**src/rtl/cond_logic_pkg.sv**
```systemverilog
// Shared definitions for the conditional-execution logic: condition encodings,
// flag bit positions and FlagW field indices. The decoder and ALU wrapper use them too.
package cond_logic_pkg;

    localparam int FLAG_WIDTH = 4;
    localparam int COND_WIDTH = 4;
    localparam logic [FLAG_WIDTH-1:0] DEFAULT_RESET_FLAGS = 4'b0000;

    // Flag vector order {N,Z,C,V}
    localparam int FLAG_N = 3;
    localparam int FLAG_Z = 2;
    localparam int FLAG_C = 1;
    localparam int FLAG_V = 0;

    // FlagW bits: [1] updates N,Z and [0] updates C,V
    localparam int FLAGW_NZ = 1;
    localparam int FLAGW_CV = 0;

    // Condition field encodings
    localparam logic [COND_WIDTH-1:0] COND_EQ = 4'b0000;
    localparam logic [COND_WIDTH-1:0] COND_NE = 4'b0001;
    localparam logic [COND_WIDTH-1:0] COND_CS = 4'b0010;
    localparam logic [COND_WIDTH-1:0] COND_CC = 4'b0011;
    localparam logic [COND_WIDTH-1:0] COND_MI = 4'b0100;
    localparam logic [COND_WIDTH-1:0] COND_PL = 4'b0101;
    localparam logic [COND_WIDTH-1:0] COND_VS = 4'b0110;
    localparam logic [COND_WIDTH-1:0] COND_VC = 4'b0111;
    localparam logic [COND_WIDTH-1:0] COND_HI = 4'b1000;
    localparam logic [COND_WIDTH-1:0] COND_LS = 4'b1001;
    localparam logic [COND_WIDTH-1:0] COND_GE = 4'b1010;
    localparam logic [COND_WIDTH-1:0] COND_LT = 4'b1011;
    localparam logic [COND_WIDTH-1:0] COND_GT = 4'b1100;
    localparam logic [COND_WIDTH-1:0] COND_LE = 4'b1101;
    localparam logic [COND_WIDTH-1:0] COND_AL = 4'b1110;
    localparam logic [COND_WIDTH-1:0] COND_NV = 4'b1111;

endpackage

```
**src/rtl/cond_logic_if.sv**
```systemverilog
// Decoder/ALU-to-conditional-logic signal bundle. The master side drives the
// requests and ALU flags, while the slave side returns the gated commit strobes
// and the architectural flags.
interface cond_logic_if import cond_logic_pkg::*; ();

    logic                  En;
    logic [COND_WIDTH-1:0] Cond;
    logic [FLAG_WIDTH-1:0] ALUFlag;
    logic [1:0]            FlagW;
    logic                  PCS;
    logic                  RegW;
    logic                  MemW;

    logic                  PCSrc;
    logic                  RegWrite;
    logic                  MemWrite;
    logic                  CondEx;
    logic [FLAG_WIDTH-1:0] Flags;

    modport master (
        output En, Cond, ALUFlag, FlagW, PCS, RegW, MemW,
        input  PCSrc, RegWrite, MemWrite, CondEx, Flags
    );

    modport slave (
        input  En, Cond, ALUFlag, FlagW, PCS, RegW, MemW,
        output PCSrc, RegWrite, MemWrite, CondEx, Flags
    );

endinterface

```
**src/rtl/cond_logic_cond_check.sv**
```systemverilog
// Combinational condition evaluator. It checks the 4-bit condition field against
// the registered {N,Z,C,V} flags.
module cond_check import cond_logic_pkg::*; #(
    parameter int COND_W = COND_WIDTH,
    parameter int FLAG_W = FLAG_WIDTH
) (
    input  logic [COND_W-1:0] cond,
    input  logic [FLAG_W-1:0] flags,
    output logic              cond_ex
);

    logic n_flag, z_flag, c_flag, v_flag;
    logic ge_pass;

    assign n_flag  = flags[FLAG_N];
    assign z_flag  = flags[FLAG_Z];
    assign c_flag  = flags[FLAG_C];
    assign v_flag  = flags[FLAG_V];
    assign ge_pass = (n_flag == v_flag);

    // Decode the condition. The reserved encoding (1111) never executes.
    always_comb begin
        cond_ex = 1'b0;
        case (cond)
            COND_EQ: cond_ex = z_flag;
            COND_NE: cond_ex = ~z_flag;
            COND_CS: cond_ex = c_flag;
            COND_CC: cond_ex = ~c_flag;
            COND_MI: cond_ex = n_flag;
            COND_PL: cond_ex = ~n_flag;
            COND_VS: cond_ex = v_flag;
            COND_VC: cond_ex = ~v_flag;
            COND_HI: cond_ex = c_flag & ~z_flag;
            COND_LS: cond_ex = ~c_flag | z_flag;
            COND_GE: cond_ex = ge_pass;
            COND_LT: cond_ex = ~ge_pass;
            COND_GT: cond_ex = ~z_flag & ge_pass;
            COND_LE: cond_ex = z_flag | ~ge_pass;
            COND_AL: cond_ex = 1'b1;
            default: cond_ex = 1'b0;
        endcase
    end

endmodule

```
**src/rtl/cond_logic.sv**
```systemverilog
// Conditional-execution unit. It holds the architectural flag register as two
// independently enabled fields, N/Z and C/V. It also gates the decoder's PC, register
// and memory write requests so that only instructions whose condition passes commit.
module cond_logic import cond_logic_pkg::*; #(
    parameter int                    FLAG_W      = FLAG_WIDTH,
    parameter int                    COND_W      = COND_WIDTH,
    parameter logic [FLAG_WIDTH-1:0] RESET_FLAGS = DEFAULT_RESET_FLAGS
) (
    input  logic        clk,
    input  logic        reset,
    cond_logic_if.slave bus
);

    logic [FLAG_W-1:0] flags;
    logic              cond_ex;
    logic [1:0]        field_we;

    // Condition is judged on the flags from before this instruction. The ALU
    // result is deliberately not bypassed here.
    cond_check #(
        .COND_W (COND_W),
        .FLAG_W (FLAG_W)
    ) u_cond_check (
        .cond    (bus.Cond),
        .flags   (flags),
        .cond_ex (cond_ex)
    );

    // A field is written only when the pipeline advances and the instruction passes.
    assign field_we = bus.FlagW & {2{bus.En & cond_ex}};

    // Field gi covers flag bits [2*gi+1 : 2*gi]. Field 1 is N,Z and field 0 is C,V.
    generate
        for (genvar gi = 0; gi < 2; gi++) begin : g_field
            logic [1:0] field_reg;

            // Reset overrides any pending write. Otherwise load the ALU flags when enabled.
            always_ff @(posedge clk) begin
                if (reset) begin
                    field_reg <= RESET_FLAGS[2*gi+1 -: 2];
                end else if (field_we[gi]) begin
                    field_reg <= bus.ALUFlag[2*gi+1 -: 2];
                end
            end

            assign flags[2*gi+1 -: 2] = field_reg;
        end
    endgenerate

    // Zero-latency commit gating.
    assign bus.PCSrc    = bus.PCS  & cond_ex;
    assign bus.RegWrite = bus.RegW & cond_ex;
    assign bus.MemWrite = bus.MemW & cond_ex;
    assign bus.CondEx   = cond_ex;
    assign bus.Flags    = flags;

endmodule
```
**src/flat_wrapper.sv**
```systemverilog
// flat-port wrapper written by rule: the top's interface ports become plain ports
module cond_logic_flat import cond_logic_pkg::*;
#(
    parameter int                    FLAG_W      = FLAG_WIDTH,
    parameter int                    COND_W      = COND_WIDTH,
    parameter logic [FLAG_WIDTH-1:0] RESET_FLAGS = DEFAULT_RESET_FLAGS
)
  (clk, reset, bus_En, bus_Cond, bus_ALUFlag, bus_FlagW, bus_PCS, bus_RegW, bus_MemW, bus_PCSrc, bus_RegWrite, bus_MemWrite, bus_CondEx, bus_Flags);
  cond_logic_if bus_i ();
  input  logic clk;
  input  logic reset;
  input wire logic [$bits(bus_i.En)-1:0] bus_En;
  input wire logic [$bits(bus_i.Cond)-1:0] bus_Cond;
  input wire logic [$bits(bus_i.ALUFlag)-1:0] bus_ALUFlag;
  input wire logic [$bits(bus_i.FlagW)-1:0] bus_FlagW;
  input wire logic [$bits(bus_i.PCS)-1:0] bus_PCS;
  input wire logic [$bits(bus_i.RegW)-1:0] bus_RegW;
  input wire logic [$bits(bus_i.MemW)-1:0] bus_MemW;
  output wire logic [$bits(bus_i.PCSrc)-1:0] bus_PCSrc;
  output wire logic [$bits(bus_i.RegWrite)-1:0] bus_RegWrite;
  output wire logic [$bits(bus_i.MemWrite)-1:0] bus_MemWrite;
  output wire logic [$bits(bus_i.CondEx)-1:0] bus_CondEx;
  output wire logic [$bits(bus_i.Flags)-1:0] bus_Flags;
  assign bus_i.En = bus_En;
  assign bus_i.Cond = bus_Cond;
  assign bus_i.ALUFlag = bus_ALUFlag;
  assign bus_i.FlagW = bus_FlagW;
  assign bus_i.PCS = bus_PCS;
  assign bus_i.RegW = bus_RegW;
  assign bus_i.MemW = bus_MemW;
  assign bus_PCSrc = bus_i.PCSrc;
  assign bus_RegWrite = bus_i.RegWrite;
  assign bus_MemWrite = bus_i.MemWrite;
  assign bus_CondEx = bus_i.CondEx;
  assign bus_Flags = bus_i.Flags;
  cond_logic #(.FLAG_W(FLAG_W), .COND_W(COND_W), .RESET_FLAGS(RESET_FLAGS)) u_core (.clk(clk), .reset(reset), .bus(bus_i));
endmodule
```
**config.mk**
```make
export PLATFORM = sky130hd
export DESIGN_NAME = cond_logic_flat
export DESIGN_NICKNAME = d
export VERILOG_FILES = /design/src/rtl/cond_logic_pkg.sv /design/src/rtl/cond_logic_if.sv /design/src/rtl/cond_logic_cond_check.sv /design/src/rtl/cond_logic.sv /design/src/flat_wrapper.sv
export SDC_FILE = /design/constraint.sdc
export NUM_CORES = 1
export LEC_CHECK = 0
export CORE_AREA = 5 5 42 44
export DETAILED_ROUTE_END_ITERATION = 8
export DIE_AREA = 0 0 47 49
export HOLD_SLACK_MARGIN = 0.1
export PLACE_DENSITY_LB_ADDON = 0.25
export SYNTH_ARGS = -nofsm -noshare
export SYNTH_HDL_FRONTEND = slang
export SYNTH_SLANG_ARGS = --single-unit
export TNS_END_PERCENT = 5
```
**constraint.sdc**
```tcl
create_clock -name clk -period 1.9 [get_ports clk]
set_input_delay 0.285 -clock clk [delete_from_list [all_inputs] [get_ports clk]]
set_output_delay 0.285 -clock clk [all_outputs]
set_load 0.02 [all_outputs]
```
==> impl_metrics.toml <==
[drt]
post_drt_wl_per_cell_um = 11.5
drt_iter0_markers = 2
drt_wl_total_mm = 1.23
via_per_inst = 4.69
drtPass1Iterations = 3
drc_errors = 0
dr_total_vias = 502
postRouteAntennaNets = 0

[clock_network]
numCtsBuffers = 3
tritoncts = "yes"
cts_sinks = 4
cts_buffer_depth = 2
clkLatencyLatePin_ns = 0.23
cts.clk_slew.worst_paths_ns = 0.04
ctsRootBufferMaster = "clkbuf_4"
hold_buffers = 0
h-tree-depth = 1

[floorplan]
die_w_um = 47
rows = 14
start_util_pct = 30.8
die-area_um2 = 2300
die_y_um = 49
io-pin-count = 24
core-area_um2 = 1400

[timing]
slew_viol_final = 0
fin_crit_ns = 1.98
grt_setup_unrepaired = "true"
setup_ws_ns = -0.0824
fmax_mhz = 504
fin_crit_sh_pct = 104
hold_violations = 0
fin_skew_ns = 0.00273
worst_pin_slew_ns = 0.323
tns_ns = -0.240
max-slew-margin-rel_pct = 78.4
setup_violations = 3

[finish]
finalInstanceArea_um2 = 845
multi_input_area_um2 = 379
ff_latch_area_um2 = 88.8
antennaDiodeCount = 0
final_common_cell = "clkdlybuf4s50_1"
layout.cells.most_common_list = "clkdlybuf4s50_1, buf_4, nand2b_1"
drive_gt1_share_pct = 41.8
postLayoutCoreUtil_pct = 60.3
largest_register_ffs = 4
syn_to_final_growth_pct = 95.7
layout.cells.non_filler = 107
nNetsFinal = 109
num-fill-cells = 131

[synthesis]
syn_nets = 67
synth.top_cells.by_area = "dfxtp_1, mux2i_1, nand2b_1, or2b_1, a31oi_1"
avgSynthCellArea_um2 = 8.46
ys_seq_area_share_pct = 18.6
synth_area_leader_cell = "dfxtp_1"
syn_area_um2 = 432
synth_cells = 51
synth_top_cell_area_share_pct = 18.6
synth_cell_type_count = 26
yosys_warnings = 0
ys_ff_latch = 4

[place]
io_buffer_count = 23
dpl-instance-area_um2 = 783
dpl.cell_count = 103
gp_congestion = 0.675
dpl.hpwl_um = 938

[global_routing]
antenna_found_initial = 0
grt_pass1_wl_mm = 1.90
grt_overflow = 0
grt_pass1_vias = 482
grt_max_degree = 10
track_usage_pct = 11.2

[power]
power.share.sequential_pct = 25.2
swShare_pct = 28.8
p_leak_nw = 0.348
p_comb_share_pct = 46.7
p_switching_w = 0.000105
finalPower_w = 0.000363
power-per-cell-area_nw_per_um2 = 430
p_int_w = 0.000259
ir_worst_vdd_mv = 0.302
pwr-share-clk_pct = 28.1

[critical_path]
path_delay_family = "flip-flops"
worstPathMaxFanout = 7
critical_path.startpoint_type = "flip-flop"
critical_path_class = "flip-flop to primary output"
crit_path_top_delay_cell = "dfxtp_4"
path_buf_inv = 1
endpoint_kind = "primary output"
path_cells = "xnor2_1, a22oi_2, mux2i_4, nand3_2, and2_4, buf_6"
cp_slowest_stage_delay_ns = 0.36
worst_ep_required_time_ns = 1.62
worstPathArrival_ns = 1.70

[min_path]
worstHoldPathType = "input port to flip-flop"

[outcome]
violations = "setup timing"
status = "complete, but fails checks"

[flow_run]
drv_cap = 0
==> through the flow <==
step / hold WS (ns) / worst slack [ns]
global route: 0.632 / -0.140
detailed placement: 0.646 / -0.917
global placement: 0.627 / -0.894
floorplan: 0.432 / 0.000768
CTS: 0.621 / -0.0772
finish: 0.624 / -0.0824
==> layout make-up <==
type	instances	share of cell area [%]
repair buffers	38	39.6
well taps	16	2.37
multi-input cells	46	44.9
clock buffers	3	2.67
flip-flops and latches	4	10.5
==> path summary, 6_finish.rpt <==
check                                                    start                             end  slack [ns]  depth (start not counted)
worst max register to register  u_core.g_field[1].field_reg[1]  u_core.g_field[1].field_reg[1]        0.09                          7
worst min register to register  u_core.g_field[1].field_reg[1]  u_core.g_field[1].field_reg[1]        0.65                          3
worst min-delay path                            bus_ALUFlag[0]  u_core.g_field[0].field_reg[0]        0.62                          3
worst max-delay path            u_core.g_field[0].field_reg[0]                       bus_PCSrc       -0.08                          6
==> tightest hold or removal path: stages <==
cell	delay [ns]
clkdlybuf4s50_1	0.40
nand2b_1	0.07
mux2i_1	0.06
==> power by group through the flow <==
stage               combinational, W  sequential, W  clock (W)
floorplan                  0.0000630      0.0000988          0
global placement            0.000154      0.0000942          0
detailed placement          0.000155      0.0000943          0
CTS                         0.000163      0.0000933   0.000108
global route                0.000182      0.0000920   0.000110
finish                      0.000170      0.0000915   0.000102
==> cells in the mapped netlist, drive strengths merged <==
cell type  number
xor2            1
o21ai           1
nand3           1
mux2i           5
o21a            1
o31ai           1
nand2           4
nor4bb          1
a21oi           1
dfxtp           4
or2b            3
or3b            1
and3b           2
and2b           2
a22oi           1
nor2b           1
o311ai          1
a31oi           3
xnor2           2
buf             1
nor3b           2
nand2b          7
and2            3
nor3            1
o31a            1
==> timing repair <==
action | in CTS | in global routing
cloned | 0 | 0
resized for setup | 36 | 8
pin swaps | 7 | 4
buffers inserted | 1 | 0
endpoints found under the setup margin | 8 | 5
==> metal layers <==
layer,global-route usage [%],vias to the layer above,part of all wire [%]
met4,6.91,0,0.81
met1,11.8,225,37
met3,1.48,2,4.9
met2,19.5,9,57
li1,-,266,-
met5,0,-,0
==> logic make-up after synthesis <==
logic type,count (synthesis),share of synthesized area (%)
muxes,5,11.6
xor gates and xnor gates,3,6.09
and+or+nand+nor,28,43.2
DFF,4,18.6
buffers and inverters,1,2.61
AOI/OAI and AO/OA,10,18.0
(Power assumes the default switching activity.)
